--- src/rtl/mem_arb_if.sv ---
// Request/response bundle between the IFU, LSU, memory side and the arbiter.
// The slave modport is the arbiter's view; master is the surrounding environment.
interface mem_arb_if #(
   parameter int ADDR_W = 32,
   parameter int DATA_W = 32,
   parameter int MASK_W = 4
);
   logic              ifu_req_valid;
   logic              ifu_req_ready;
   logic [ADDR_W-1:0] ifu_addr;
   logic              ifu_resp_valid;
   logic [DATA_W-1:0] ifu_rdata;

   logic              lsu_req_valid;
   logic              lsu_req_ready;
   logic [ADDR_W-1:0] lsu_addr;
   logic              lsu_wen;
   logic [DATA_W-1:0] lsu_wdata;
   logic [MASK_W-1:0] lsu_wmask;
   logic              lsu_resp_valid;
   logic [DATA_W-1:0] lsu_rdata;

   logic              mem_req_valid;
   logic              mem_req_ready;
   logic [ADDR_W-1:0] mem_addr;
   logic              mem_wen;
   logic [DATA_W-1:0] mem_wdata;
   logic [MASK_W-1:0] mem_wmask;
   logic              mem_resp_valid;
   logic [DATA_W-1:0] mem_rdata;

   modport slave (
      input  ifu_req_valid, ifu_addr,
      output ifu_req_ready, ifu_resp_valid, ifu_rdata,
      input  lsu_req_valid, lsu_addr, lsu_wen, lsu_wdata, lsu_wmask,
      output lsu_req_ready, lsu_resp_valid, lsu_rdata,
      output mem_req_valid, mem_addr, mem_wen, mem_wdata, mem_wmask,
      input  mem_req_ready, mem_resp_valid, mem_rdata
   );

   modport master (
      output ifu_req_valid, ifu_addr,
      input  ifu_req_ready, ifu_resp_valid, ifu_rdata,
      output lsu_req_valid, lsu_addr, lsu_wen, lsu_wdata, lsu_wmask,
      input  lsu_req_ready, lsu_resp_valid, lsu_rdata,
      input  mem_req_valid, mem_addr, mem_wen, mem_wdata, mem_wmask,
      output mem_req_ready, mem_resp_valid, mem_rdata
   );
endinterface

--- src/rtl/mem_arb.sv ---
// Round-robin arbiter sharing one memory port between IFU and LSU, one transaction in flight.
// Handshake: a request transfers on a cycle where valid && ready; responses are one-cycle pulses.
module mem_arb #(
   parameter int ADDR_W = 32,
   parameter int DATA_W = 32,
   parameter int MASK_W = 4
) (
   input  logic       clk,
   input  logic       rst,
   mem_arb_if.slave   bus,
   output logic [1:0] o_state
);
   typedef enum logic [1:0] {
      S_IDLE = 2'd0,
      S_REQ  = 2'd1,
      S_RESP = 2'd2,
      S_DONE = 2'd3
   } state_t;

   localparam logic SRC_IFU = 1'b0;
   localparam logic SRC_LSU = 1'b1;

   state_t            r_state;
   state_t            w_next;
   logic              r_owner;
   logic              r_last;
   logic [ADDR_W-1:0] r_addr;
   logic              r_wen;
   logic [DATA_W-1:0] r_wdata;
   logic [MASK_W-1:0] r_wmask;
   logic [DATA_W-1:0] r_ifu_rdata;
   logic [DATA_W-1:0] r_lsu_rdata;

   logic w_any;
   logic w_pick_lsu;
   logic w_accept;

   // With both sources valid, the one that did not win last time goes first.
   always_comb begin
      w_any = bus.ifu_req_valid | bus.lsu_req_valid;
      if (bus.ifu_req_valid && bus.lsu_req_valid) w_pick_lsu = (r_last == SRC_IFU);
      else                                         w_pick_lsu = bus.lsu_req_valid;
      w_accept = (r_state == S_IDLE) && w_any;
   end

   always_ff @(posedge clk or negedge rst) begin
      if (!rst) r_state <= S_IDLE;
      else      r_state <= w_next;
   end

   always_comb begin
      w_next = r_state;
      case (r_state)
         S_IDLE:  if (w_accept)          w_next = S_REQ;
         S_REQ:   if (bus.mem_req_ready)  w_next = S_RESP;
         S_RESP:  if (bus.mem_resp_valid) w_next = S_DONE;
         S_DONE:                          w_next = S_IDLE;
         default:                         w_next = S_IDLE;
      endcase
   end

   always_ff @(posedge clk or negedge rst) begin
      if (!rst) begin
         r_owner     <= SRC_IFU;
         r_last      <= SRC_LSU;
         r_addr      <= '0;
         r_wen       <= 1'b0;
         r_wdata     <= '0;
         r_wmask     <= '0;
         r_ifu_rdata <= '0;
         r_lsu_rdata <= '0;
      end else begin
         if (w_accept) begin
            r_owner <= w_pick_lsu;
            r_last  <= w_pick_lsu;
            r_addr  <= w_pick_lsu ? bus.lsu_addr : bus.ifu_addr;
            r_wen   <= w_pick_lsu & bus.lsu_wen;
            r_wdata <= w_pick_lsu ? bus.lsu_wdata : '0;
            r_wmask <= (w_pick_lsu && bus.lsu_wen) ? bus.lsu_wmask : '0;
         end
         // Captured on the RESP->DONE edge so the new value first appears with the pulse.
         if (r_state == S_RESP && bus.mem_resp_valid) begin
            if (r_owner == SRC_LSU) r_lsu_rdata <= r_wen ? '0 : bus.mem_rdata;
            else                    r_ifu_rdata <= bus.mem_rdata;
         end
      end
   end

   always_comb begin
      bus.ifu_req_ready  = rst && w_accept && !w_pick_lsu;
      bus.lsu_req_ready  = rst && w_accept && w_pick_lsu;
      bus.mem_req_valid  = (r_state == S_REQ);
      bus.mem_addr       = r_addr;
      bus.mem_wen        = r_wen;
      bus.mem_wdata      = r_wdata;
      bus.mem_wmask      = r_wmask;
      bus.ifu_resp_valid = (r_state == S_DONE) && (r_owner == SRC_IFU);
      bus.lsu_resp_valid = (r_state == S_DONE) && (r_owner == SRC_LSU);
      bus.ifu_rdata      = r_ifu_rdata;
      bus.lsu_rdata      = r_lsu_rdata;
      o_state            = r_state;
   end
endmodule
--- src/flat_wrapper.sv ---
// flat-port wrapper written by rule: the top's interface ports become plain ports
module mem_arb_flat 
#(
   parameter int ADDR_W = 32,
   parameter int DATA_W = 32,
   parameter int MASK_W = 4
)
  (clk, rst, o_state, bus_ifu_req_valid, bus_ifu_addr, bus_ifu_req_ready, bus_ifu_resp_valid, bus_ifu_rdata, bus_lsu_req_valid, bus_lsu_addr, bus_lsu_wen, bus_lsu_wdata, bus_lsu_wmask, bus_lsu_req_ready, bus_lsu_resp_valid, bus_lsu_rdata, bus_mem_req_valid, bus_mem_addr, bus_mem_wen, bus_mem_wdata, bus_mem_wmask, bus_mem_req_ready, bus_mem_resp_valid, bus_mem_rdata);
  mem_arb_if #(.ADDR_W(ADDR_W), .DATA_W(DATA_W), .MASK_W(MASK_W)) bus_i ();
  input  logic clk;
  input  logic rst;
  output logic [1:0] o_state;
  input wire logic [$bits(bus_i.ifu_req_valid)-1:0] bus_ifu_req_valid;
  input wire logic [$bits(bus_i.ifu_addr)-1:0] bus_ifu_addr;
  output wire logic [$bits(bus_i.ifu_req_ready)-1:0] bus_ifu_req_ready;
  output wire logic [$bits(bus_i.ifu_resp_valid)-1:0] bus_ifu_resp_valid;
  output wire logic [$bits(bus_i.ifu_rdata)-1:0] bus_ifu_rdata;
  input wire logic [$bits(bus_i.lsu_req_valid)-1:0] bus_lsu_req_valid;
  input wire logic [$bits(bus_i.lsu_addr)-1:0] bus_lsu_addr;
  input wire logic [$bits(bus_i.lsu_wen)-1:0] bus_lsu_wen;
  input wire logic [$bits(bus_i.lsu_wdata)-1:0] bus_lsu_wdata;
  input wire logic [$bits(bus_i.lsu_wmask)-1:0] bus_lsu_wmask;
  output wire logic [$bits(bus_i.lsu_req_ready)-1:0] bus_lsu_req_ready;
  output wire logic [$bits(bus_i.lsu_resp_valid)-1:0] bus_lsu_resp_valid;
  output wire logic [$bits(bus_i.lsu_rdata)-1:0] bus_lsu_rdata;
  output wire logic [$bits(bus_i.mem_req_valid)-1:0] bus_mem_req_valid;
  output wire logic [$bits(bus_i.mem_addr)-1:0] bus_mem_addr;
  output wire logic [$bits(bus_i.mem_wen)-1:0] bus_mem_wen;
  output wire logic [$bits(bus_i.mem_wdata)-1:0] bus_mem_wdata;
  output wire logic [$bits(bus_i.mem_wmask)-1:0] bus_mem_wmask;
  input wire logic [$bits(bus_i.mem_req_ready)-1:0] bus_mem_req_ready;
  input wire logic [$bits(bus_i.mem_resp_valid)-1:0] bus_mem_resp_valid;
  input wire logic [$bits(bus_i.mem_rdata)-1:0] bus_mem_rdata;
  assign bus_i.ifu_req_valid = bus_ifu_req_valid;
  assign bus_i.ifu_addr = bus_ifu_addr;
  assign bus_ifu_req_ready = bus_i.ifu_req_ready;
  assign bus_ifu_resp_valid = bus_i.ifu_resp_valid;
  assign bus_ifu_rdata = bus_i.ifu_rdata;
  assign bus_i.lsu_req_valid = bus_lsu_req_valid;
  assign bus_i.lsu_addr = bus_lsu_addr;
  assign bus_i.lsu_wen = bus_lsu_wen;
  assign bus_i.lsu_wdata = bus_lsu_wdata;
  assign bus_i.lsu_wmask = bus_lsu_wmask;
  assign bus_lsu_req_ready = bus_i.lsu_req_ready;
  assign bus_lsu_resp_valid = bus_i.lsu_resp_valid;
  assign bus_lsu_rdata = bus_i.lsu_rdata;
  assign bus_mem_req_valid = bus_i.mem_req_valid;
  assign bus_mem_addr = bus_i.mem_addr;
  assign bus_mem_wen = bus_i.mem_wen;
  assign bus_mem_wdata = bus_i.mem_wdata;
  assign bus_mem_wmask = bus_i.mem_wmask;
  assign bus_i.mem_req_ready = bus_mem_req_ready;
  assign bus_i.mem_resp_valid = bus_mem_resp_valid;
  assign bus_i.mem_rdata = bus_mem_rdata;
  mem_arb #(.ADDR_W(ADDR_W), .DATA_W(DATA_W), .MASK_W(MASK_W)) u_core (.clk(clk), .rst(rst), .bus(bus_i), .o_state(o_state));
endmodule
--- config.mk ---
export PLATFORM = sky130hd
export DESIGN_NAME = mem_arb_flat
export DESIGN_NICKNAME = d
export VERILOG_FILES = /design/src/rtl/mem_arb_if.sv /design/src/rtl/mem_arb.sv /design/src/flat_wrapper.sv
export SDC_FILE = /design/constraint.sdc
export NUM_CORES = 1
export LEC_CHECK = 0
export ABC_AREA = 1
export BUFFER_PORTS_ARGS = -buffer_cell sky130_fd_sc_hd__buf_2
export CAP_MARGIN = 15
export CELL_PAD_IN_SITES_DETAIL_PLACEMENT = 1
export CELL_PAD_IN_SITES_GLOBAL_PLACEMENT = 1
export CORE_MARGIN = 4
export CORE_UTILIZATION = 33
export CTS_CLUSTER_SIZE = 10
export DETAILED_ROUTE_END_ITERATION = 6
export PLACE_DENSITY_LB_ADDON = 0.15
export SYNTH_ARGS = -nofsm -noshare
export SYNTH_HDL_FRONTEND = slang
export SYNTH_SLANG_ARGS = --single-unit
--- constraint.sdc ---
create_clock -name clk -period 1.65 [get_ports clk]
set_input_delay 0.33 -clock clk [delete_from_list [all_inputs] [get_ports clk]]
set_output_delay 0.33 -clock clk [all_outputs]
set_load 0.005 [all_outputs]
==> run_results.csv, run 1 <==
group,metric,value,unit
critical_path,path_max_fanout,4,
pwr,p_clk_share,26.4,%
floorplanning,rows,49,
critical_path,critPathSlowestCell,"dfstp_2",
timing,layout_setup_ws,-0.1927,ns
finish,area_delta_synth_final,38.68,%
critical_path,crit_buf_inv,2,
synthesis,synth_common_cells,"nand2_1 (303), dfrtp_1 (136), inv_1 (80), o21ai_0 (70), nand3_1 (33)",
synthesis,yosysSeqAreaShare,56.48,%
detailed_routing,dr_total_vias,5531,
critical_path,end_kind,"output port",
detailed_routing,drtPass1Iterations,4,
synthesis,synth-async-reset-ratio,100.0,%
timing,rsz0062_at_grt,"true",
placed_design,detailedPlacementHpwl,13790,µm
pwr,internal_power,9.776,mW
clocking,path_clk_slew,0.06,ns
critical_path,cp_slowest_stage_delay,0.55,ns
synthesis,synth_area_leaders,"dfrtp_1 (56%), nand2_1 (19%), o21ai_0 (5.8%)",
placed_design,placed_cells,1196,
clocking,clock-sinks,137,
grt,antenna_found_initial,2,
flow_run,drv_cap,0,
critical_path,worstSetupStartpointType,"flop",
timing,worst_pin_slew,0.7499,ns
pwr,ir_drop,0.8649,mV
synthesis,synthCells,712,
clocking,clockBufferDepth,2,
pwr,powerDensity,1803,nW/µm²
floorplanning,ios,279,
critical_path,cp.depth,5,
run_status,status,"finished, violations left",
synthesis,yosysTopAreaCellShare,56.05,%
grt,overflow,0,
finish,antenna_cells,0,
synthesis,synth_cell_types,23,
floorplanning,die-area,20630,µm²
finish,final_layout_size_suffix_gt1_share,35.02,%
synthesis,yosysTopAreaCell,"dfrtp_1",
synthesis,ys_warn_count,0,
timing,fin_tns_setup,-0.6040,ns
grt,grt_pass1_vias,5755,
detailed_routing,wirelength,19390,µm
finish,layout.nets,1135,
detailed_routing,via_per_inst,4.482,
floorplanning,die_height,143.6,µm
floorplanning,dieWidth,143.6,µm
critical_path,path_class,"flop to output port",
clocking,cts_max_level,4,
min_path,hold_class,"primary input to asynchronous set/reset pin",
floorplanning,initial_utilization,33.69,%
timing,min_period,1.843,ns
grt,grt_pass1_wl,30390,µm
critical_path,r2r.worst_path.cells,5,
timing,fmax,0.5427,GHz
detailed_routing,drc,0,
critical_path,crit_chain,"nand2_4 -> nand2_8 -> inv_2 -> nor3_2 -> buf_2",
pwr,combPwrFrac,36.8,%
run_status,violations,"setup timing",
critical_path,crit_family,"flip-flops",
floorplanning,fp.coreArea,18020,µm²
detailed_routing,wl_per_cell,15.71,µm
clocking,clkLatencyLatePin,0.42,ns
timing,fin_crit_sh,111.7,%
placed_design,gp_congestion,0.7879,
clocking,cts_tree,"yes",
detailed_routing,drt_iter0_markers,183,
grt,track_usage,18.77,%
pwr,p_leak,4.924,nW
pwr,p_sw,5.408,mW
finish,instances_no_fill,1234,
pwr,p_sw_share,35.62,%
synthesis,ys_seq_elements,137,
pwr,power,15.18,mW
synthesis,netlist_area,6072,µm²
detailed_routing,ant_nets,0,
grt,grt_start_max_net_pins,138,
synthesis,avgSynthCellArea,8.528,µm²
pwr,power_frac_seq,36.8,%
critical_path,required,1.32,ns
placed_design,portBuffers,278,
clocking,cts_buffers,17,
synthesis,synth_edf_count,0,
critical_path,cp_data_arrival_time,1.51,ns
timing,hold_viol_final,0,
timing,max_slew_margin,50.00,%
synthesis,synthFlopType,"dfrtp_1",
clocking,cts_hold_buffers,0,
timing,setup_viol,5,
timing,skew,0.007984,ns
synthesis,synth.most_common_cell,"nand2_1",
clocking,cts-root-buf,"clkbuf_16",
timing,maxSlewViolCount,0,
synthesis,syn-num-nets,855,
==> per-layer routing <==
metal | up-vias | wire length [µm] | track usage (%)
li1 | 2753 | - | -
met1 | 2587 | 8116 | 23.19
met2 | 166 | 9242 | 30.69
met3 | 21 | 1764 | 7.421
met4 | 4 | 229 | 5.253
met5 | - | 34 | 0
==> final cells by class <==
| class | count | area, µm² |
|---|---|---|
| multi-input combinational | 456 | 2115 |
| inverter | 81 | 306.5 |
| sequential | 137 | 3430 |
| tap | 229 | 286.5 |
| timing repair buffer | 299 | 1663 |
| fill | 2251 | 9604 |
| clock inverter | 13 | 167.7 |
| clock buffer | 19 | 452.9 |
==> logic make-up (layout without fill, tap and decap cells) <==
kind of cell	Yosys count	after routing	share of synthesized area, %
buffers and inverters	119	412	9.417
DFF	137	137	56.48
adders and majority gates	4	4	0.8243
AOI/OAI and AO/OA	71	71	6.038
and+or+nand+nor	381	381	27.24
==> stage by stage <==
step                area, µm²  util [%]  setup slack (ns)  hold WS, ns
floorplan                6072         -           0.09754      0.03441
global placement         7689     42.66           0.08601       0.4577
detailed placement       7689     42.66           0.04759       0.4606
CTS                      8386     46.52           -0.1801      0.06360
global route             8421     46.72           -0.2658      0.08010
finish                   8421     46.72           -0.1927      0.02516
==> sequential cells by signal (all words and copies together) (netlist names) <==
signal / count
u_core.bus.mem_wen: 1
u_core.bus.mem_wdata: 32
u_core.bus.lsu_rdata: 32
u_core.bus.ifu_rdata: 32
u_core.r_last: 1
u_core.r_owner: 1
u_core.o_state: 2
u_core.bus.mem_wmask: 4
u_core.bus.mem_addr: 32
==> final timing paths <==
path	to	from	slack [ns]
setup / recovery	bus_ifu_req_ready	u_core.r_last	-0.19
hold / removal	u_core.bus.mem_addr[29]	rst	0.03
setup reg to reg	u_core.bus.mem_wmask[1]	u_core.r_last	0.16
hold reg to reg	u_core.bus.mem_addr[24]	u_core.bus.mem_addr[24]	0.47
max in group asynchronous	u_core.bus.lsu_rdata[4]	rst	1.09
min in group clk	u_core.bus.mem_wdata[23]	bus_lsu_wdata[23]	0.11
==> power by group through the flow <==
stage | Sequential [mW] | Combinational (mW) | Clock, mW
finish | 5.59 | 5.59 | 4.00
global route | 5.79 | 6.44 | 4.28
CTS | 5.62 | 5.70 | 4.11
detailed placement | 5.62 | 5.56 | 0
global placement | 5.58 | 5.41 | 0
floorplan | 5.76 | 2.68 | 0
==> cells in the final DEF, fill, tap and decap left out, types with 3 or more instances in the layout <==
master and instances:
buf_12 7, buf_2 275, buf_4 12, buf_6 5, bufinv_16 3, clkbuf_16 17, clkinv_4 4, dfrtp_1 136
inv_1 74, inv_2 6, nand2_1 302, nand3_1 33, nand3b_1 32, nand4_1 3, o21ai_0 70
==> repair_timing <==
item	4_1_cts	5_1_grt
buffers inserted	3	3
gates resized for setup	16	3
endpoints found under the setup margin	5	5
pin swaps	4	2
==> worst register-to-register path, cell delays in order, from the launching register on <==
cell     delay (ns)
dfstp_2        0.38
nand2_4        0.08
buf_4          0.11
buf_4          0.32
nand4_1        0.28
o21ai_0        0.23
Note: power is estimated with default switching activity, not from simulation.
==> run 2: changes to the inputs <==
--- a/config.mk
+++ b/config.mk
@@ -12,2 +12,3 @@
 export CELL_PAD_IN_SITES_GLOBAL_PLACEMENT = 1
+export CORE_ASPECT_RATIO = 0.9
 export CORE_MARGIN = 4
==> constraint.sdc (replaced) <==
create_clock -name clk -period 1.65 [get_ports clk]
set_input_delay 0.2475 -clock clk [delete_from_list [all_inputs] [get_ports clk]]
set_output_delay 0.2475 -clock clk [all_outputs]
set_load 0.005 [all_outputs]
==> run 2 against run 1 <==
Compared with the run above: the run still ends with setup timing left; sequential share of layout area is 0.39 points lower; via count grew 0.56%; die area barely moved; combinational power is 0.9% higher; fmax grew 8.2%; core utilization increased by 0.93 points; critical path type unchanged; hold slack worse by 0.0022 ns.
==> run_results.csv, run 2 (synthesis gave the netlist of run 1 again) <==
group,metric,value,unit
timing,hold_viol_final,0,
grt,grtUsageMet3,8.543,%
timing,fin_crit_sh,103.2,%
finish,instances_no_fill,1255,
clocking,cts_buffers,17,
critical_path,r2r-start,"u_core.o_state[0]",
grt,antenna_found_initial,2,
critical_path,path_class,"flop to output port",
finish,final_common_cell,"nand2_1",
timing,maxSlewViolCount,0,
grt,grt_pass1_vias,5818,
clocking,path_clk_slew,0.06,ns
timing,layout_setup_ws,-0.05256,ns
finish,most-common-layout-cells,"nand2_1 (302), buf_2 (277), dfrtp_1 (136), inv_1 (77), o21ai_0 (70)",
pwr,p_sw,5.432,mW
grt,use_met2,31.24,%
pwr,internal_power,10.02,mW
clocking,cts-root-buf,"clkbuf_16",
critical_path,required,1.40,ns
detailed_routing,wl_per_cell,15.94,µm
finish,layout.nets,1144,
grt,grt-busiest-layer,"met2",
timing,skew,0.007287,ns
clocking,clockBufferDepth,2,
detailed_routing,wirelength,20000,µm
min_path,worstHoldStart,"bus_lsu_wdata[24]",
timing,min_period,1.703,ns
clocking,cts_tree,"yes",
min_path,min_to,"u_core.bus.mem_wdata[24]",
clocking,clkLatencyLatePin,0.42,ns
run_status,violations,"setup timing",
clocking,cts_max_level,4,
critical_path,end_kind,"output port",
floorplanning,dieWidth,151.0,µm
pwr,p_leak,4.975,nW
detailed_routing,drt_iter0_markers,222,
pwr,p_clk_share,27.2,%
timing,setup_viol,2,
grt,overflow,0,
finish,area_delta_synth_final,40.02,%
floorplanning,die_height,136.7,µm
critical_path,rrSetupSlack,0.11,ns
placed_design,detailedPlacementHpwl,14410,µm
pwr,ir_drop,0.7998,mV
floorplanning,ios,279,
placed_design,placed_cells,1212,
critical_path,timing.rr.end,"u_core.bus.mem_wdata[1]",
min_path,hold_class,"primary input to flop",
critical_path,worstSetupStartpointType,"flop",
timing,rsz0062_at_grt,"true",
floorplanning,initial_utilization,34.03,%
grt,grt_pass1_wl,31300,µm
pwr,powerDensity,1818,nW/µm²
placed_design,gp_congestion,0.7692,
min_path,holdPathStages,3,
pwr,power_frac_seq,36.3,%
detailed_routing,dr_total_vias,5562,
run_status,status,"finished, violations left",
timing,max_slew_margin,40.48,%
grt,use_met1,24.31,%
grt,grt_start_max_net_pins,65,
detailed_routing,drtPass1Iterations,4,
pwr,p_sw_share,35.15,%
detailed_routing,ant_nets,0,
clocking,clock-sinks,137,
detailed_routing,drc,0,
timing,fmax,0.5874,GHz
critical_path,path_max_fanout,3,
floorplanning,die-area,20640,µm²
floorplanning,rows,46,
pwr,power,15.45,mW
flow_run,drv_cap,0,
critical_path,r2r.worst_path.cells,9,
finish,final_layout_size_suffix_gt1_share,35.01,%
detailed_routing,via_per_inst,4.432,
placed_design,portBuffers,278,
grt,track_usage,19.50,%
timing,worst_pin_slew,0.8899,ns
placed_design,place_worst_setup_slack,0.1356,ns
critical_path,cp_data_arrival_time,1.46,ns
finish,fill_cells,2241,
pwr,combPwrFrac,36.5,%
floorplanning,fp.coreArea,17840,µm²
run 2: worst max-delay path: stages, from the launching register on:
cell and delay (ns):
dfrtp_1 0.38, inv_2 0.08, ha_4 0.16, buf_6 0.11
o21ai_4 0.05, nor3_2 0.11, buf_2 0.14
run 2: cell type report:
class                   instances  area, µm²  share of cell area, %
diodes                          1      2.502                0.02943
clock buffers                  20      446.7                  5.254
clock inverters                12      197.7                  2.325
well taps                     240      300.3                  3.532
multi-input cells             456       2115                  24.87
inverters                      81      306.5                  3.606
repair buffers                308       1704                  20.04
flip-flops and latches        137       3430                  40.34
run 2: worst max path at each step:
stage | start | to | slack (ns) | cells past startpoint
floorplan | u_core.o_state[0] | bus_lsu_req_ready | 0.18 | 6
global placement | u_core.o_state[0] | u_core.bus.mem_wdata[22] | 0.19 | 7
finish | u_core.o_state[0] | bus_ifu_req_ready | -0.05 | 6
detailed placement | u_core.o_state[0] | u_core.bus.mem_wdata[29] | 0.14 | 7
CTS | u_core.o_state[1] | bus_ifu_req_ready | -0.1 | 6
global route | u_core.o_state[0] | bus_lsu_req_ready | -0.15 | 7
run 2: power groups by stage:
stage / clock network, mW / registers (mW) / logic [mW]
floorplan: 0 / 5.76 / 2.68
global placement: 0 / 5.63 / 5.36
detailed placement: 0 / 5.66 / 5.52
CTS: 4.30 / 5.64 / 5.75
global route: 4.46 / 5.82 / 6.47
finish: 4.20 / 5.62 / 5.64
run 2: through the flow:
stage | hold slack (ns) | util, % | setup TNS [ns] | cell area, µm²
after detailed placement | 0.09973 | 43.31 | 0 | 7727
after CTS | 0.002541 | 47.51 | -0.1798 | 8477
after global routing | 0.01746 | 47.64 | -0.3112 | 8499
final | 0.02300 | 47.65 | -0.08456 | 8502
after global placement | 0.09866 | 43.31 | 0 | 7727
after floorplan | -0.04809 | - | 0 | 6072
run 2: what timing repair did:
item | in CTS | in global routing
setup buffers | 8 | 1
endpoints found under the hold margin | 137 | 0
resized for setup | 10 | 3
hold buffers | 1 | 0
pin swaps | 4 | 1
endpoints found under the setup margin | 4 | 4
run 2: metal layers:
| metal | vias up | part of all wire (%) |
|---|---|---|
| met5 | - | 0.17 |
| met4 | 4 | 1.1 |
| met3 | 20 | 9.8 |
| met2 | 177 | 46 |
| met1 | 2592 | 42 |
| li1 | 2769 | - |
